File: config.mk
export PLATFORM = sky130hd
export DESIGN_NAME = instr_fetch_controller
export DESIGN_NICKNAME = d
export VERILOG_FILES = /design/src/rtl/instr_fetch_controller.sv
export SDC_FILE = /design/constraint.sdc
export NUM_CORES = 1
export LEC_CHECK = 0
export CORE_ASPECT_RATIO = 0.7
export CORE_MARGIN = 10
export CORE_UTILIZATION = 30
export DETAILED_ROUTE_END_ITERATION = 8
export DONT_BUFFER_PORTS = 1
export PLACE_DENSITY = 0.5
export SLEW_MARGIN = 10
export SYNTH_ARGS = -nofsm -noshare
export SYNTH_HDL_FRONTEND = slang
export SYNTH_SLANG_ARGS = --single-unit
File: constraint.sdc
create_clock -name clk -period 8.2 [get_ports clk]
set_input_delay 1.23 -clock clk [delete_from_list [all_inputs] [get_ports clk]]
set_output_delay 1.23 -clock clk [all_outputs]
set_load 0.01 [all_outputs]
File: src/rtl/instr_fetch_controller.sv
// instr_fetch_controller
//   Generates fetch addresses for a byte-addressed program memory with a
//   1-cycle registered read. It keeps at most one read in flight and buffers
//   returned words in a 2-entry FIFO. The FIFO head is offered to decode over
//   a valid/ready handshake. Branch redirects flush everything in the
//   pipeline. A zero word stops fetch (HALT). A misaligned redirect target
//   locks the block in ERROR until reset.
// Ports:
//   clk, rst       clock and synchronous active-high reset
//   mem_addr       fetch address, driven straight from the fetch PC register
//   mem_data       word read from the address sampled at the previous edge
//   branch_taken   single-cycle redirect request
//   branch_target  redirect byte address
//   instr_valid    FIFO head valid
//   instr_ready    decode accepts the head this cycle
//   instr          FIFO head word (0 when not valid)
//   instr_pc       FIFO head byte address, zero-extended (0 when not valid)
//   halted         fetch stopped on a zero word
//   fetch_error    misaligned redirect target seen
module instr_fetch_controller #(
  parameter int          PC_WIDTH  = 12,
  parameter int          OPD_WIDTH = 32,
  parameter int unsigned RESET_PC  = 0
) (
  input  logic                 clk,
  input  logic                 rst,
  output logic [PC_WIDTH-1:0]  mem_addr,
  input  logic [31:0]          mem_data,
  input  logic                 branch_taken,
  input  logic [PC_WIDTH-1:0]  branch_target,
  output logic                 instr_valid,
  input  logic                 instr_ready,
  output logic [31:0]          instr,
  output logic [OPD_WIDTH-1:0] instr_pc,
  output logic                 halted,
  output logic                 fetch_error
);

  typedef enum logic [1:0] {
    ST_FETCH = 2'd0,
    ST_HALT  = 2'd1,
    ST_ERROR = 2'd2
  } state_t;

  localparam logic [PC_WIDTH-1:0] RESET_PC_W = PC_WIDTH'(RESET_PC);

  state_t              state_q, state_d;
  logic [PC_WIDTH-1:0] fetch_pc_q, fetch_pc_d;
  logic [PC_WIDTH-1:0] issue_pc_q, issue_pc_d;
  logic                inflight_q, inflight_d;
  logic [1:0]          count_q, count_d;
  logic                rd_ptr_q, rd_ptr_d;
  logic                wr_ptr_q, wr_ptr_d;
  logic [31:0]         entry_word_q [2];
  logic [31:0]         entry_word_d [2];
  logic [PC_WIDTH-1:0] entry_pc_q [2];
  logic [PC_WIDTH-1:0] entry_pc_d [2];

  logic       pop;
  logic       redirect;
  logic       capture;
  logic       zero_word;
  logic       push;
  logic       issue;
  logic [2:0] occ_sum;

  assign mem_addr    = fetch_pc_q;
  assign instr_valid = (count_q != 2'd0);
  assign instr       = instr_valid ? entry_word_q[rd_ptr_q] : 32'h0;
  assign instr_pc    = instr_valid ? OPD_WIDTH'(entry_pc_q[rd_ptr_q]) : '0;
  assign halted      = (state_q == ST_HALT);
  assign fetch_error = (state_q == ST_ERROR);

  always_comb begin
    pop       = instr_valid & instr_ready;
    redirect  = branch_taken & (state_q != ST_ERROR);
    // A redirect squashes the word returning this cycle.
    capture   = inflight_q & ~redirect;
    zero_word = capture & (mem_data == 32'h0);
    push      = capture & ~zero_word;
    // Slots committed after this edge: buffered + returning - leaving.
    // pop implies count_q >= 1, so this never underflows.
    occ_sum   = {1'b0, count_q} + {2'b00, inflight_q} - {2'b00, pop};
    // A zero-word capture also blocks issue so the address freezes at the
    // word after the halting one.
    issue     = (state_q == ST_FETCH) & ~redirect & ~zero_word & (occ_sum < 3'd2);

    state_d      = state_q;
    fetch_pc_d   = fetch_pc_q;
    issue_pc_d   = issue_pc_q;
    inflight_d   = issue;
    count_d      = count_q;
    rd_ptr_d     = rd_ptr_q;
    wr_ptr_d     = wr_ptr_q;
    entry_word_d = entry_word_q;
    entry_pc_d   = entry_pc_q;

    if (redirect) begin
      count_d  = 2'd0;
      rd_ptr_d = 1'b0;
      wr_ptr_d = 1'b0;
      if (branch_target[1:0] == 2'b00) begin
        fetch_pc_d = branch_target;
        state_d    = ST_FETCH;
      end else begin
        state_d = ST_ERROR;
      end
    end else begin
      count_d  = count_q + {1'b0, push} - {1'b0, pop};
      rd_ptr_d = rd_ptr_q ^ pop;
      wr_ptr_d = wr_ptr_q ^ push;
      if (push) begin
        entry_word_d[wr_ptr_q] = mem_data;
        entry_pc_d[wr_ptr_q]   = issue_pc_q;
      end
      if (zero_word) begin
        state_d = ST_HALT;
      end
      if (issue) begin
        issue_pc_d = fetch_pc_q;
        fetch_pc_d = fetch_pc_q + PC_WIDTH'(4);
      end
    end
  end

  always_ff @(posedge clk) begin
    if (rst) begin
      state_q    <= ST_FETCH;
      fetch_pc_q <= RESET_PC_W;
      issue_pc_q <= RESET_PC_W;
      inflight_q <= 1'b0;
      count_q    <= 2'd0;
      rd_ptr_q   <= 1'b0;
      wr_ptr_q   <= 1'b0;
    end else begin
      state_q    <= state_d;
      fetch_pc_q <= fetch_pc_d;
      issue_pc_q <= issue_pc_d;
      inflight_q <= inflight_d;
      count_q    <= count_d;
      rd_ptr_q   <= rd_ptr_d;
      wr_ptr_q   <= wr_ptr_d;
    end
  end

  for (genvar gi = 0; gi < 2; gi++) begin : g_entry
    always_ff @(posedge clk) begin
      if (rst) begin
        entry_word_q[gi] <= 32'h0;
        entry_pc_q[gi]   <= '0;
      end else begin
        entry_word_q[gi] <= entry_word_d[gi];
        entry_pc_q[gi]   <= entry_pc_d[gi];
      end
    end
  end

endmodule

### After elaboration in Yosys (flattened, before gate mapping)

Cells that the tools add are included.

| word-level totals | value |
|---|---|
| bits of input ports | 48 |
| flip-flop bits (word level) | 119 |
| logic and storage cells | 69 |

| cells by class | value |
|---|---|
| $add $sub $neg | 5 |
| $lt $le $gt $ge | 4 |
| muxes and demuxes | 20 |
| bitwise logic cells | 14 |
| eq/ne operators | 4 |
| reductions and logical operators | 11 |

Operators with widths:

| kind | count |
|---|---|
| 32-bit two-way mux | 5 |
| 12-bit two-way mux | 8 |
| 64-bit bitwise mux | 1 |
| 32-bit demux with 1-bit select | 1 |
| 32-bit zero test | 1 |
| 24-bit bitwise mux | 1 |
| 12-bit by 3-bit adder with 12-bit output, second input constant | 1 |
| 12-bit demux with 1-bit select | 1 |
| 1-bit bitwise AND | 8 |
| 2-bit two-way mux | 3 |
| 2-bit AND reduction | 3 |
| 2-bit nonzero test | 3 |
| 2-bit >= comparator, second input constant | 2 |
| 2-bit zero test | 2 |
| 1-bit NOT with 2-bit output | 2 |
| 2-bit by 1-bit adder with 3-bit output | 1 |
| 3-bit by 2-bit less-than comparator with 1-bit output, second input constant | 1 |
| 3-bit by 1-bit subtractor with 3-bit output | 1 |
| 2-bit by 1-bit adder with 2-bit output | 1 |
| 2-bit by 1-bit == test with 1-bit output, second input constant | 1 |
| 2-bit == test, second input constant | 1 |
| 2-bit by 1-bit less-than comparator with 1-bit output, second input constant | 1 |
| 2-bit by 1-bit inequality test with 1-bit output, second input constant | 1 |
| 2-bit inequality test, second input constant | 1 |
| other kinds (5) | 7 |

### Depth between registers and ports, before layout

| depth | value |
|---|---|
| depth in word-level cells | 10 |
| gate-level depth with buffers | 12 |

### Worst setup path before layout

Ideal clock, no wire load.

| timing | value |
|---|---|
| kind | input to register |
| from | input port instr_ready |
| to | register fetch_pc_q[4] (netlist: mem_addr[4]) |
| path buffers | 1 |
| cell stages on the path | 10 |
| setup slack | 4.613 ns |
| arrival | 3.460 ns |
| data required time | 8.073 ns |
| cells stage by stage | and2_1 -> ha_1 -> nand2b_1 -> fa_1 -> nand2b_1 -> or4_1 -> clkbuf_1 -> a21oi_1 -> o32ai_1 -> or3_1 |

| between the ends | value |
|---|---|
| cells in the longest elaborated chain, start to end | 6 |

Ends and longest elaborated chain:

| item | RTL line | RTL |
|---|---|---|
| start: declaration | 32 | `input logic instr_ready,` |
| 1-bit bitwise AND | 75 | `pop = instr_valid & instr_ready;` |
| 3-bit by 1-bit subtractor with 3-bit output | 83 | `occ_sum = {1'b0, count_q} + {2'b00, inflight_q} - {2'b00, pop};` |
| 3-bit by 2-bit less-than comparator with 1-bit output | 86 | `issue = (state_q == ST_FETCH) & ~redirect & ~zero_word & (occ_sum < 3'd2);` |
| 1-bit bitwise AND | 86 |  |
| 2-bit nonzero test (no source line) | n/a |  |
| 2-bit AND reduction (no source line) | n/a |  |
| end signal: assignment | 137 | `fetch_pc_q <= fetch_pc_d;` |
| end: declaration | 48 | `logic [PC_WIDTH-1:0] fetch_pc_q, fetch_pc_d;` |

Every way passes these cells.
A chain may end at the register's enable or synchronous reset.

### Final worst setup path

| timing | value |
|---|---|
| from | input port instr_ready |
| to | register issue_pc_q[1] |

| between the ends | value |
|---|---|
| cells in the longest elaborated chain, start to end | 5 |

Ends and longest elaborated chain:

| item | RTL line | RTL |
|---|---|---|
| 1-bit bitwise AND | 75 |  |
| 3-bit by 1-bit subtractor with 3-bit output | 83 |  |
| 3-bit by 2-bit less-than comparator with 1-bit output | 86 |  |
| 1-bit bitwise AND | 86 |  |
| 2-bit AND reduction (no source line) | n/a |  |
| end signal: assignment | 138 | `issue_pc_q <= issue_pc_d;` |
| end: declaration | 49 | `logic [PC_WIDTH-1:0] issue_pc_q, issue_pc_d;` |

Every way passes these cells.

==> summary.md <==
| Metric | Value |
|---|---|
| Seq cells post-synth | about 120 |
| Total die area | around 25000 µm² |
| Most numerous cell in the Yosys netlist | mux2i_1 |
| Top layer in use | met4 |
| Met2 wire length | 7115 µm |
| H-tree levels | 4 |
| Synth area leader | dfxtp_1 |
| Via/cell ratio | around 5.0 |
| Post-layout minimum cycle time | 3.691 ns |
| Commonest cells in the netlist | mux2i_1 (120), dfxtp_1 (119), nor2_1 (116), nand2_1 (38), nand3_1 (31) |
| Critical Path Source Type | input port |
| Synthesized area per cell | between 9 and 10 µm² |
| Max-cap viol count | 0 |
| Placed wire-length estimate | about 11000 µm |
| Post-route ant nets | 0 |
| IO Pins | approximately 130 |
| Fmax | between 200 and 300 MHz |
| Placement Setup Slack | roughly 4.1 ns |
| Gate power share | 7.8% |
| Final Max Tran Viols | 0 |
| 1st-iter DRT viols | ~240 |
| Outcome | finished clean |
| Share of post-route cells with drive strength above 1 | 8.130% |
| CP Class | in2reg |
| Crit end category | register |
| Final Power | 1.496 mW |
| Setup TNS | 0 ns |
| Yosys top cell area share | 42.18% |
| Final core utilization | 34.48% |
| Placeable Area | between 15000 and 20000 µm² |
| Final Cycle Share | 45.01% |
| Placer congestion estimate | 0.7616 |
| Worst min-delay path class | reg2reg |
| Pint | 1.122 mW |
| Cts hold-fix bufs | 0 |
| Most used flip-flop cell after synthesis | dfxtp_1 |
| Worst-Margin Slew | 0.9036 ns |
| Clock latency on the worst-skew pair | 0.41 ns |
| Crit path DAT | 4.02 ns |
| Antenna diodes | 0 |
| Die width | 184.0 µm |
| Synthesis warning total | 0 |
| Pin count of the biggest net entering global routing | between 80 and 90 |
| PD cells | 237.6 nW/µm² |
| Routed wire per std cell | approximately 18 µm |
| RSZ-0062 raised after global routing | no |
| Final hold vios | 0 |
| Clock Skew | 0.007659 ns |
| Post-synthesis sequential area ratio | 42.18% |
| R2r setup slk | 4.62 ns |
| Clock-pin slew on the worst setup and hold paths | 0.05 ns |
| Mapped Cells | about 620 |
| Crit-path max FO | 12 |
| WP data required | 8.53 ns |
| Setup slack after layout | approximately 4.5 ns |
| Count of input and output buffers | 0 |
| Final nets | 655 |
| Flop pwr share | 41.7% |
| CTS Sinks | 119 |
| Slew headroom | roughly 40% |
| CTS Root Cell | clkbuf_16 |
| Synth area leaders | dfxtp_1 (42%), mux2i_1 (21%), nor2_1 (7.7%) |
| Placed cell count | 819 |
| Met3 WL post-DR | 996 µm |
| Final number of setup-violating endpoints | 0 |
| Final std cells w/o fill | 851 |
| CTS tree | done |
| Pleak | between 2 and 3 nW |
| Met1 WL | about 7400 µm |
| Vias in the first global route | 4285 |
| Setup Buffers After CTS | 0 |
| FFs w/ async S/R, synth | 0% |
| Number of CTS-inserted buffers | 17 |
| First-pass GRT wire length | ~25000 µm |
| Cell variety after synth | 55 |
| Resized Gates After CTS | 0 |
| Clock share of power | roughly half |
| Mapped cell area | 5648 µm² |
| Layout area overhead | 11.50% |
| Initial antenna violation count | 0 |
| Core Rows | 41 |
| All-Layer GR Usage | 12.65% |
| VDD IR max | 96.10 µV |
| Chip height | 134.8 µm |
| Net Sw Power | 374.6 µW |
| EDFF count, synth | 0 |
| Total wire length | 15640 µm |
| DR pass1 iterations | 4 |
| Remaining DRCs | 0 |
| Max clock buf depth | 2 |
| Initial core utilization | 30.93% |
| Vias | 4252 |
| Global route overflow | 0 |
| Sw frac | approximately a quarter |
## metal layers
layer,GRT usage (%),up-vias
met5,0,-
met1,16.21,2027
met2,19.57,109
li1,-,2109
met4,3.358,0
met3,4.662,7
## state kept, by name, summed over array words and instances (netlist names)
register and cells:
rd_ptr_q 1, count_q 2, state_q 2, issue_pc_q 12, entry_pc_q 24, entry_word_q 64
mem_addr 12, wr_ptr_q 1, inflight_q 1
## final cells by class
cell class	instances	area, µm²
fill	1907	11970
multi-input combinational	450	2945
sequential	119	2384
clock buffer	18	429.2
tap	236	295.3
clock inverter	14	176.4
inverter	10	37.54
timing repair buffer	4	30.03
## final timing paths
| check | start | endpoint | cells after the start |
|---|---|---|---|
| worst min-delay path | entry_pc_q[0] | entry_pc_q[0] | 2 |
| worst max-delay path | instr_ready | issue_pc_q[1] | 8 |
| worst min register to register | entry_pc_q[0] | entry_pc_q[0] | 2 |
| worst max register to register | count_q[1] | issue_pc_q[1] | 10 |
## metrics by stage
step	hold WS, ns	cell area [µm²]
after CTS	0.4741	6295
after floorplan	0.4432	5719
after detailed placement	0.4621	5689
after global routing	0.4916	6297
after global placement	0.4558	5689
final	0.4711	6297
## worst max-delay path, stage by stage
cell	delay (ns)
and2_1	0.21
ha_1	0.26
nand2b_1	0.16
fa_1	0.50
nand2b_1	0.07
or4_1	0.66
nor2_2	0.67
mux2i_1	0.26
## cells in the final DEF, fill, tap and decap left out, types with 3 or more instances in the layout
cell type / netlist / layout
a211o_1: 4 / 4
a211oi_1: 3 / 3
a21oi_1: 8 / 8
a32oi_1: 5 / 5
and2_1: 3 / 3
and3_1: 5 / 5
buf_4: 23 / 4
bufinv_16: 0 / 3
clkbuf_16: 0 / 17
clkinv_4: 0 / 5
conb_1: 1 / 20
dfxtp_1: 119 / 118
ha_1: 4 / 4
inv_1: 8 / 8
mux2i_1: 120 / 120
nand2_1: 38 / 38
nand2b_1: 4 / 4
nand3_1: 31 / 31
nor2_1: 116 / 114
nor3_1: 5 / 5
nor4_1: 10 / 10
o211a_1: 3 / 3
o21ai_0: 29 / 29
o32ai_1: 3 / 3
or2_2: 3 / 3
## power groups by stage
stage | clock, mW | sequential (mW) | combinational (mW)
global placement | 0 | 0.637 | 0.115
finish | 0.755 | 0.625 | 0.117
floorplan | 0 | 0.626 | 0.112
global route | 0.802 | 0.628 | 0.129
detailed placement | 0 | 0.638 | 0.118
CTS | 0.778 | 0.625 | 0.118
## logic make-up after synthesis
kind of cell | Yosys count | synth area share (%)
simple gates | 225 | 17.72
mux | 120 | 21.27
flops | 119 | 42.18
compound gates | 76 | 9.393
buf+inv | 73 | 7.510
fa+ha+maj | 5 | 1.241
xor+xnor | 4 | 0.6204
other cells | 1 | 0.06640
Note: power is estimated with default switching activity, not from simulation.
